## config.mk

```make
export PLATFORM = sky130hd
export DESIGN_NAME = ysyx_22050612_lsu_flat
export DESIGN_NICKNAME = d
export VERILOG_FILES = /design/src/rtl/ysyx_22050612_lsu_if.sv /design/src/rtl/ysyx_22050612_lsu.sv /design/src/flat_wrapper.sv
export SDC_FILE = /design/constraint.sdc
export NUM_CORES = 1
export LEC_CHECK = 0
export ABC_CLOCK_PERIOD_IN_PS = 5800
export CORE_ASPECT_RATIO = 0.75
export CORE_MARGIN = 2
export CORE_UTILIZATION = 30
export CTS_BUF_LIST = sky130_fd_sc_hd__clkbuf_4 sky130_fd_sc_hd__clkbuf_8
export DETAILED_ROUTE_END_ITERATION = 6
export PLACE_DENSITY_LB_ADDON = 0.08
export RECOVER_POWER = 100
export SLEW_MARGIN = 15
export SYNTH_ARGS = -nofsm -noshare
export SYNTH_HDL_FRONTEND = slang
export SYNTH_SLANG_ARGS = --single-unit
```

## constraint.sdc

```tcl
create_clock -name clk -period 5.8 [get_ports clk]
set_clock_uncertainty 0.05 [all_clocks]
set_input_delay 0.58 -clock clk [delete_from_list [all_inputs] [get_ports clk]]
set_output_delay 0.58 -clock clk [all_outputs]
set_load 0.01 [all_outputs]
```

## src/rtl/ysyx_22050612_lsu_if.sv

```systemverilog
// Handshake bundle between execute stage, LSU and data memory.
// slave = LSU side, master = the environment driving it.
interface ysyx_22050612_lsu_if #(
  parameter int XLEN   = 64,
  parameter int ADDR_W = 64
);
  logic              in_valid;
  logic              in_ready;
  logic              in_store;
  logic [1:0]        in_size;
  logic              in_unsigned;
  logic [ADDR_W-1:0] in_addr;
  logic [XLEN-1:0]   in_wdata;
  logic [4:0]        in_rd;

  logic              mem_req_valid;
  logic              mem_req_ready;
  logic              mem_we;
  logic [ADDR_W-1:0] mem_addr;
  logic [XLEN-1:0]   mem_wdata;
  logic [XLEN/8-1:0] mem_wmask;
  logic              mem_rsp_valid;
  logic [XLEN-1:0]   mem_rdata;

  logic              out_valid;
  logic              out_ready;
  logic [XLEN-1:0]   out_rdata;
  logic [4:0]        out_rd;
  logic              out_wen;
  logic              out_err;

  modport slave (
    input  in_valid, in_store, in_size,
    input  in_unsigned, in_addr, in_wdata, in_rd,
    output in_ready,
    output mem_req_valid, mem_we, mem_addr,
    output mem_wdata, mem_wmask,
    input  mem_req_ready, mem_rsp_valid, mem_rdata,
    output out_valid, out_rdata, out_rd,
    output out_wen, out_err,
    input  out_ready
  );

  modport master (
    output in_valid, in_store, in_size,
    output in_unsigned, in_addr, in_wdata, in_rd,
    input  in_ready,
    input  mem_req_valid, mem_we, mem_addr,
    input  mem_wdata, mem_wmask,
    output mem_req_ready, mem_rsp_valid, mem_rdata,
    input  out_valid, out_rdata, out_rd,
    input  out_wen, out_err,
    output out_ready
  );
endinterface

```

## src/rtl/ysyx_22050612_lsu.sv

```systemverilog
// Multi-cycle load/store unit: one outstanding access,
// lane masking, load extension and misalignment trapping.
module ysyx_22050612_lsu #(
  parameter int XLEN   = 64,
  parameter int ADDR_W = 64
) (
  input  logic                  clk,
  input  logic                  rst,
  ysyx_22050612_lsu_if.slave    bus
);
  localparam int NB = XLEN / 8;
  localparam int OW = $clog2(NB);

  typedef enum logic [1:0] {
    IDLE, REQ, WAIT, RESP
  } state_t;

  state_t state, state_nx;

  logic          st_q;
  logic          uns_q;
  logic [1:0]    size_q;
  logic [OW-1:0] off_q;

  logic          accept;
  logic [OW-1:0] off_in;
  logic [2:0]    amask;
  logic [NB-1:0] lmask;
  logic          err_in;
  logic [XLEN-1:0] sh;
  logic [XLEN-1:0] ld_ext;

  assign accept = bus.in_valid && (state == IDLE);
  assign off_in = bus.in_addr[OW-1:0];

  always_comb begin
    amask = 3'd0;
    lmask = '1;
    unique case (1'b1)
      bus.in_size == 2'd0: begin
        amask = 3'd0;
        lmask = NB'(8'h01);
      end
      bus.in_size == 2'd1: begin
        amask = 3'd1;
        lmask = NB'(8'h03);
      end
      bus.in_size == 2'd2: begin
        amask = 3'd3;
        lmask = NB'(8'h0f);
      end
      bus.in_size == 2'd3: begin
        amask = 3'd7;
        lmask = '1;
      end
    endcase
  end

  // a double access has no meaning on a 32-bit datapath
  assign err_in = (|(bus.in_addr[2:0] & amask))
               || (bus.in_size == 2'd3 && XLEN == 32);

  assign sh = bus.mem_rdata >> {off_q, 3'b000};

  always_comb begin
    ld_ext = sh;
    unique case (1'b1)
      size_q == 2'd0: begin
        if (uns_q) ld_ext = XLEN'(sh[7:0]);
        else       ld_ext = XLEN'($signed(sh[7:0]));
      end
      size_q == 2'd1: begin
        if (uns_q) ld_ext = XLEN'(sh[15:0]);
        else       ld_ext = XLEN'($signed(sh[15:0]));
      end
      size_q == 2'd2: begin
        if (uns_q) ld_ext = XLEN'(sh[31:0]);
        else       ld_ext = XLEN'($signed(sh[31:0]));
      end
      size_q == 2'd3: ld_ext = sh;
    endcase
  end

  always_ff @(posedge clk) begin
    if (rst) state <= IDLE;
    else     state <= state_nx;
  end

  always_comb begin
    state_nx = state;
    unique case (state)
      IDLE: if (accept)
              state_nx = err_in ? RESP : REQ;
      REQ:  if (bus.mem_req_ready) state_nx = WAIT;
      WAIT: if (bus.mem_rsp_valid) state_nx = RESP;
      RESP: if (bus.out_ready)     state_nx = IDLE;
      default: state_nx = IDLE;
    endcase
  end

  assign bus.in_ready      = (state == IDLE);
  assign bus.mem_req_valid = (state == REQ);
  assign bus.out_valid     = (state == RESP);

  always_ff @(posedge clk) begin
    if (rst) begin
      st_q          <= 1'b0;
      uns_q         <= 1'b0;
      size_q        <= 2'd0;
      off_q         <= '0;
      bus.mem_we    <= 1'b0;
      bus.mem_addr  <= '0;
      bus.mem_wdata <= '0;
      bus.mem_wmask <= '0;
      bus.out_rdata <= '0;
      bus.out_rd    <= 5'd0;
      bus.out_wen   <= 1'b0;
      bus.out_err   <= 1'b0;
    end else begin
      if (accept) begin
        st_q          <= bus.in_store;
        uns_q         <= bus.in_unsigned;
        size_q        <= bus.in_size;
        off_q         <= off_in;
        bus.mem_we    <= bus.in_store && !err_in;
        bus.mem_addr  <= {bus.in_addr[ADDR_W-1:OW],
                          {OW{1'b0}}};
        bus.mem_wdata <= bus.in_wdata << {off_in, 3'b000};
        bus.mem_wmask <= (bus.in_store && !err_in)
                       ? (lmask << off_in) : '0;
        bus.out_rdata <= '0;
        bus.out_rd    <= bus.in_rd;
        bus.out_wen   <= 1'b0;
        bus.out_err   <= err_in;
      end
      if (state == WAIT && bus.mem_rsp_valid) begin
        bus.out_rdata <= st_q ? '0 : ld_ext;
        bus.out_wen   <= !st_q && (bus.out_rd != 5'd0);
      end
    end
  end
endmodule

```

## src/flat_wrapper.sv

```systemverilog
// flat-port wrapper written by rule: the top's interface ports become plain ports
module ysyx_22050612_lsu_flat 
#(
  parameter int XLEN   = 64,
  parameter int ADDR_W = 64
)
  (clk, rst, bus_in_valid, bus_in_store, bus_in_size, bus_in_unsigned, bus_in_addr, bus_in_wdata, bus_in_rd, bus_in_ready, bus_mem_req_valid, bus_mem_we, bus_mem_addr, bus_mem_wdata, bus_mem_wmask, bus_mem_req_ready, bus_mem_rsp_valid, bus_mem_rdata, bus_out_valid, bus_out_rdata, bus_out_rd, bus_out_wen, bus_out_err, bus_out_ready);
  ysyx_22050612_lsu_if #(.XLEN(XLEN), .ADDR_W(ADDR_W)) bus_i ();
  input  logic clk;
  input  logic rst;
  input wire logic [$bits(bus_i.in_valid)-1:0] bus_in_valid;
  input wire logic [$bits(bus_i.in_store)-1:0] bus_in_store;
  input wire logic [$bits(bus_i.in_size)-1:0] bus_in_size;
  input wire logic [$bits(bus_i.in_unsigned)-1:0] bus_in_unsigned;
  input wire logic [$bits(bus_i.in_addr)-1:0] bus_in_addr;
  input wire logic [$bits(bus_i.in_wdata)-1:0] bus_in_wdata;
  input wire logic [$bits(bus_i.in_rd)-1:0] bus_in_rd;
  output wire logic [$bits(bus_i.in_ready)-1:0] bus_in_ready;
  output wire logic [$bits(bus_i.mem_req_valid)-1:0] bus_mem_req_valid;
  output wire logic [$bits(bus_i.mem_we)-1:0] bus_mem_we;
  output wire logic [$bits(bus_i.mem_addr)-1:0] bus_mem_addr;
  output wire logic [$bits(bus_i.mem_wdata)-1:0] bus_mem_wdata;
  output wire logic [$bits(bus_i.mem_wmask)-1:0] bus_mem_wmask;
  input wire logic [$bits(bus_i.mem_req_ready)-1:0] bus_mem_req_ready;
  input wire logic [$bits(bus_i.mem_rsp_valid)-1:0] bus_mem_rsp_valid;
  input wire logic [$bits(bus_i.mem_rdata)-1:0] bus_mem_rdata;
  output wire logic [$bits(bus_i.out_valid)-1:0] bus_out_valid;
  output wire logic [$bits(bus_i.out_rdata)-1:0] bus_out_rdata;
  output wire logic [$bits(bus_i.out_rd)-1:0] bus_out_rd;
  output wire logic [$bits(bus_i.out_wen)-1:0] bus_out_wen;
  output wire logic [$bits(bus_i.out_err)-1:0] bus_out_err;
  input wire logic [$bits(bus_i.out_ready)-1:0] bus_out_ready;
  assign bus_i.in_valid = bus_in_valid;
  assign bus_i.in_store = bus_in_store;
  assign bus_i.in_size = bus_in_size;
  assign bus_i.in_unsigned = bus_in_unsigned;
  assign bus_i.in_addr = bus_in_addr;
  assign bus_i.in_wdata = bus_in_wdata;
  assign bus_i.in_rd = bus_in_rd;
  assign bus_in_ready = bus_i.in_ready;
  assign bus_mem_req_valid = bus_i.mem_req_valid;
  assign bus_mem_we = bus_i.mem_we;
  assign bus_mem_addr = bus_i.mem_addr;
  assign bus_mem_wdata = bus_i.mem_wdata;
  assign bus_mem_wmask = bus_i.mem_wmask;
  assign bus_i.mem_req_ready = bus_mem_req_ready;
  assign bus_i.mem_rsp_valid = bus_mem_rsp_valid;
  assign bus_i.mem_rdata = bus_mem_rdata;
  assign bus_out_valid = bus_i.out_valid;
  assign bus_out_rdata = bus_i.out_rdata;
  assign bus_out_rd = bus_i.out_rd;
  assign bus_out_wen = bus_i.out_wen;
  assign bus_out_err = bus_i.out_err;
  assign bus_i.out_ready = bus_out_ready;
  ysyx_22050612_lsu #(.XLEN(XLEN), .ADDR_W(ADDR_W)) u_core (.clk(clk), .rst(rst), .bus(bus_i));
endmodule
```

## Yosys cells after proc, flatten, opt, wreduce, memory -nomap -nowiden

Cells that the tools add are included.

- Bits in registers: 214
- Output and inout bits: 211
- Word-level logic and storage cells: 61

- Eq/ne operators: 13
- Shift-type cells: 3
- Multiplexer cells: 18
- Bitwise gates (word level): 1
- Reduce and logical (&&, ||, !) cells: 13

Operators with widths:

| operator | number |
|---|---|
| $mux 64 | 6 |
| $pmux 64 s4 | 1 |
| $shl 64x6->64 | 1 |
| $shr 64x6->64 | 1 |
| $pmux 8 s4 | 1 |
| $eq 2x2->1 const B | 6 |
| $pmux 3 s4 | 1 |
| $mux 2 | 5 |
| $mux 8 | 1 |
| $pmux 2 s4 | 1 |
| $shl 8x3->8 | 1 |
| $eq 2x1->1 const B | 3 |
| $logic_not 2->1 | 3 |
| $ne 2x1->1 const B | 3 |
| $reduce_bool 5->1 | 1 |
| $logic_and 1x1->1 | 4 |
| $reduce_and 4->1 | 1 |
| $and 3x3->3 | 1 |
| $reduce_or 3->1 | 1 |
| $logic_not 1->1 | 2 |
| $mux 1 | 2 |
| $ne 2x2->1 const B | 1 |
| $reduce_bool 2->1 | 1 |

## Logic depth before layout (Yosys ltp)

- Depth in word-level cells: 7
- Mapped depth: 10
- Gate-level depth less buffers: 7

## Worst setup path after synthesis

Ideal clock, no wire load.

- Kind: input to register
- From: input bus_in_addr[1]
- To: register u_core.bus.mem_wdata[32]
- Setup time: 128 ps
- Data arrival time: 2003 ps
- Required time: 5622 ps
- Setup slack: 3620 ps
- Stages on the path: 6
- Cells stage by stage: clkbuf_1 > clkbuf_1 > mux2_2 > o21a_1 > a222oi_1 > nor2_1

- Longest elaborated chain between the ends: 1

Ends and longest elaborated chain:

| what | RTL line | text |
|---|---|---|
| start: declaration | flat_wrapper.sv:15 | `input wire logic [$bits(bus_i.in_addr)-1:0] bus_in_addr;` |
| $shl 64x6->64 | ysyx_22050612_lsu.sv:128 | `bus.mem_wdata <= bus.in_wdata << {off_in, 3'b000};` |
| end signal: assignment | ysyx_22050612_lsu.sv:128 |  |
| end: declaration | ysyx_22050612_lsu_if.sv:37 | `output mem_wdata, mem_wmask,` |

No other way between the ends.
A chain may end at the register's enable or synchronous reset.

## Worst setup path in the final report

- From: register u_core.state[1]
- To: register u_core.bus.out_rdata[20]

- Longest elaborated chain between the ends: 3

Ends and longest elaborated chain:

| what | RTL line | text |
|---|---|---|
| start: declaration | ysyx_22050612_lsu.sv:18 | `state_t state, state_nx;` |
| start signal: assignment | ysyx_22050612_lsu.sv:86 | `else state <= state_nx;` |
| $eq 2x2->1 / $logic_not 2->1 (equally long branches) | ysyx_22050612_lsu.sv:136, ysyx_22050612_lsu.sv:33 |  |
| $logic_and 1x1->1, on equally long branches | ysyx_22050612_lsu.sv:136, ysyx_22050612_lsu.sv:33 |  |
| $mux 64 / $reduce_bool 2->1 (equally long branches) | n/a |  |
| end signal: assignment | ysyx_22050612_lsu.sv:137 | `bus.out_rdata <= st_q ? '0 : ld_ext;` |
| end: declaration | ysyx_22050612_lsu_if.sv:39 | `output out_valid, out_rdata, out_rd,` |

Parallel ways exist; a longest one is shown, timed or not.

==> key figures <==
Logic synthesis
  • Post-synth top area share: 0.3998
  • Synthesized area per cell: 8.218 um2
  • Post-synth top cells: nand2_1, dfxtp_1, nor2_1, a21oi_1, mux2i_1
  • Synth Instances: about 1300
  • Synth Cell Area: approximately 11000 um2
  • Commonest register cell after synthesis: dfxtp_1
  • Synth warnings: 0
  • Ys async rst share: 0
  • Synth top area cells: dfxtp_1, nand2_1, mux2i_1
  • Seq/Total Area, Yosys: 0.3998
  • Post-synth top area cell: dfxtp_1
  • Post-synth EDFFs: 0
  • Most numerous cell in the Yosys netlist: nand2_1
  • Yosys cell types: 51
  • #FFs+latches synth: 214

Floorplan
  • Core Rows: 59
  • Die width: 222.2 um
  • Starting Density: 0.3069
  • Die Y: 167.7 um
  • Placeable Area: 34920 um2
  • Die Footprint: 37270 um2
  • IO Pins: approximately 420

CTS
  • H-tree depth: 2
  • Quantity of gates resized following cts: 0
  • Clock Latency Late Sink: 550 ps
  • CTS Root Cell: clkbuf_8
  • TritonCTS Sinks: 214
  • Setup bufs post-CTS: 0
  • Cts bufs inserted: 39
  • CTS tree: built
  • Maximum clock path buffer count: 3
  • Clock-pin slew on the worst setup and hold paths: approximately 60 ps
  • CTS Hold Buffers Added: 0

Pwr
  • Leak: 6.400 nW
  • PD cells: 334.7 nW/um2
  • VDD IR-drop max: 209.0 uV

STA
  • Slew headroom: -1.691
  • RSZ-0062 raised after global routing: no
  • Worst Max-Slew Pin Slew: 4036 ps
  • Setup Viol. Count Final: 0
  • F_max: between 0.2 and 0.25 GHz
  • Min Tclk post-route: about 4100 ps
  • Minimum hold slack: between 300 and 400 ps
  • Setup TNS: 0 ps
  • Final period util: 0.7154
  • Final hold vios: 0
  • Max-slew violation count: between 200 and 300

Critical path
  • CP max stage delay: 1390 ps
  • Startpoint types: register
  • Crit path capture type: register
  • Setup Crit Path Kind: reg2reg
  • CP Cell Sequence: inv_1 > ha_1 > and2_0 > a21oi_1 > nor2b_2 > clkbuf_1 > nand2_1 > o21ai_0
  • Required time of the critical path: ~6200 ps
  • Largest fanout on the critical path: 37
  • Critical path's top delay family: simple AND/OR/NAND/NOR gates
  • Worst EP arrival: ~4600 ps
  • Worst path slowest cell: nor2b_2
  • Buf/Inv on CP: 2

Global routing
  • Gr usage total: 0.2280
  • Vias in the first global route: 10710
  • Wire length of the first global-routing pass: 65.61 mm
  • Total global routing overflow: 0
  • Initial antenna violation count: 1
  • Largest net degree at the start of global routing: 98

Finish
  • Final non-filler cell area: 15830 um2
  • Layout Nets: 1865
  • Post-layout util: 0.4533
  • Area growth, synth to finish: 47.69%
  • Diodes inserted: 0
  • Fraction of layout cells with a size suffix above 1: 0.08561
  • Fill cells: about 3500
  • Final Non-Filler Cells: 2139

Place
  • IO Port Bufs: 414
  • Gpl congestion: 0.9331
  • DP Cell Count: around 2100
  • Post-DP Area: 15030 um2
  • Dpl hpwl: 33.09 mm

Status
  • Failing checks: capacitance limit, slew limit
  • Outcome: finished with violations

Job
  • Max cap viols: 5

Routing
  • Pre-antenna DRT Iters: 7
  • Antenna Nets Post-Route: 0
  • Post-DR vias/cell: 5.149
  • Wire per inst: slightly above 20 um
  • Via count: between 10000 and 15000
  • Remaining DRCs: 0
  • Routed WL: 44.46 mm
  • DR iter-0 viols: 660

Min path
  • Type of the most critical hold path: reg2reg
metal layers:
| metal | part of all wire | track usage |
|---|---|---|
| met1 | 0.47 | 0.3211 |
| met2 | 0.43 | 0.3424 |
| met3 | 0.081 | 0.06177 |
| met4 | 0.020 | 0.05993 |
| met5 | 0 | 0 |
through the flow:
| stage | power (mW) | setup WS [ps] |
|---|---|---|
| 4_1_cts | 5.459 | 2555 |
| 6_report | 5.297 | 1650 |
| 2_1_floorplan | 2.934 | 3620 |
| 5_1_grt | 5.620 | 1176 |
| 3_5_place_dp | 3.899 | 2222 |
| 3_3_place_gp | 3.890 | 2285 |
tightest hold or removal path, cell delays in order, from the launching register on:
cell	delay (ps)
dfxtp_1	300
nand2_1	50
a21oi_1	50
path summary, 6_finish.rpt:
path | from | to | slack [ps] | depth (start not counted)
max | u_core.state[1] | u_core.bus.out_rdata[20] | 1650 | 8
min | u_core.bus.out_rdata[0] | u_core.bus.out_rdata[0] | 390 | 2
max reg2reg | u_core.state[1] | u_core.bus.out_rdata[20] | 1650 | 8
min reg2reg | u_core.bus.out_rdata[0] | u_core.bus.out_rdata[0] | 390 | 2
kinds of logic after synthesis:
logic type	synth area share
AND/OR/NAND/NOR	0.1727
AO/OA/AOI/OAI	0.2188
flip-flops	0.3998
multiplexers	0.1508
buffers and inverters	0.05289
adder cells (fa/ha/maj)	0.004670
other	0.0003499
layout make-up:
type,instances,area [um2],share of cell area
clock inverter,5,41.29,0.002609
multi-input combinational,963,5884,0.3718
sequential,214,4287,0.2708
clock buffer,64,787.0,0.04972
inverter,9,33.78,0.002134
timing repair buffer,427,4223,0.2668
tap,457,571.8,0.03613
layout by cell type, fill, tap and decap left out, types with 13 or more instances in the layout:
| cell | count |
|---|---|
| o21a_1 | 14 |
| clkbuf_4 | 15 |
| o21ai_0 | 81 |
| mux2i_1 | 94 |
| nor2b_1 | 16 |
| a222oi_1 | 13 |
| nor2_1 | 117 |
| dfxtp_1 | 212 |
| clkbuf_8 | 49 |
| a22oi_1 | 61 |
| dlygate4sd3_1 | 208 |
| mux2_2 | 36 |
| a211oi_1 | 46 |
| clkdlybuf4s50_1 | 202 |
| a21oi_1 | 106 |
| nand2_1 | 252 |
| nor3_1 | 31 |
report_power, final:
group	switching, mW	internal (mW)
clock	0.663	0.862
sequential	0.161	1.71
combinational	1.07	0.831
flip-flops by register name, indices dropped and copies added (netlist names):
name                  flops
u_core.uns_q              1
u_core.bus.mem_we         1
u_core.bus.out_rd         5
u_core.bus.mem_wmask      8
u_core.state              2
u_core.size_q             2
u_core.off_q              3
u_core.bus.out_wen        1
u_core.bus.mem_wdata     64
u_core.st_q               1
u_core.bus.mem_addr      61
u_core.bus.out_err        1
u_core.bus.out_rdata     64
No activity file was read; power rests on OpenSTA's default activity.
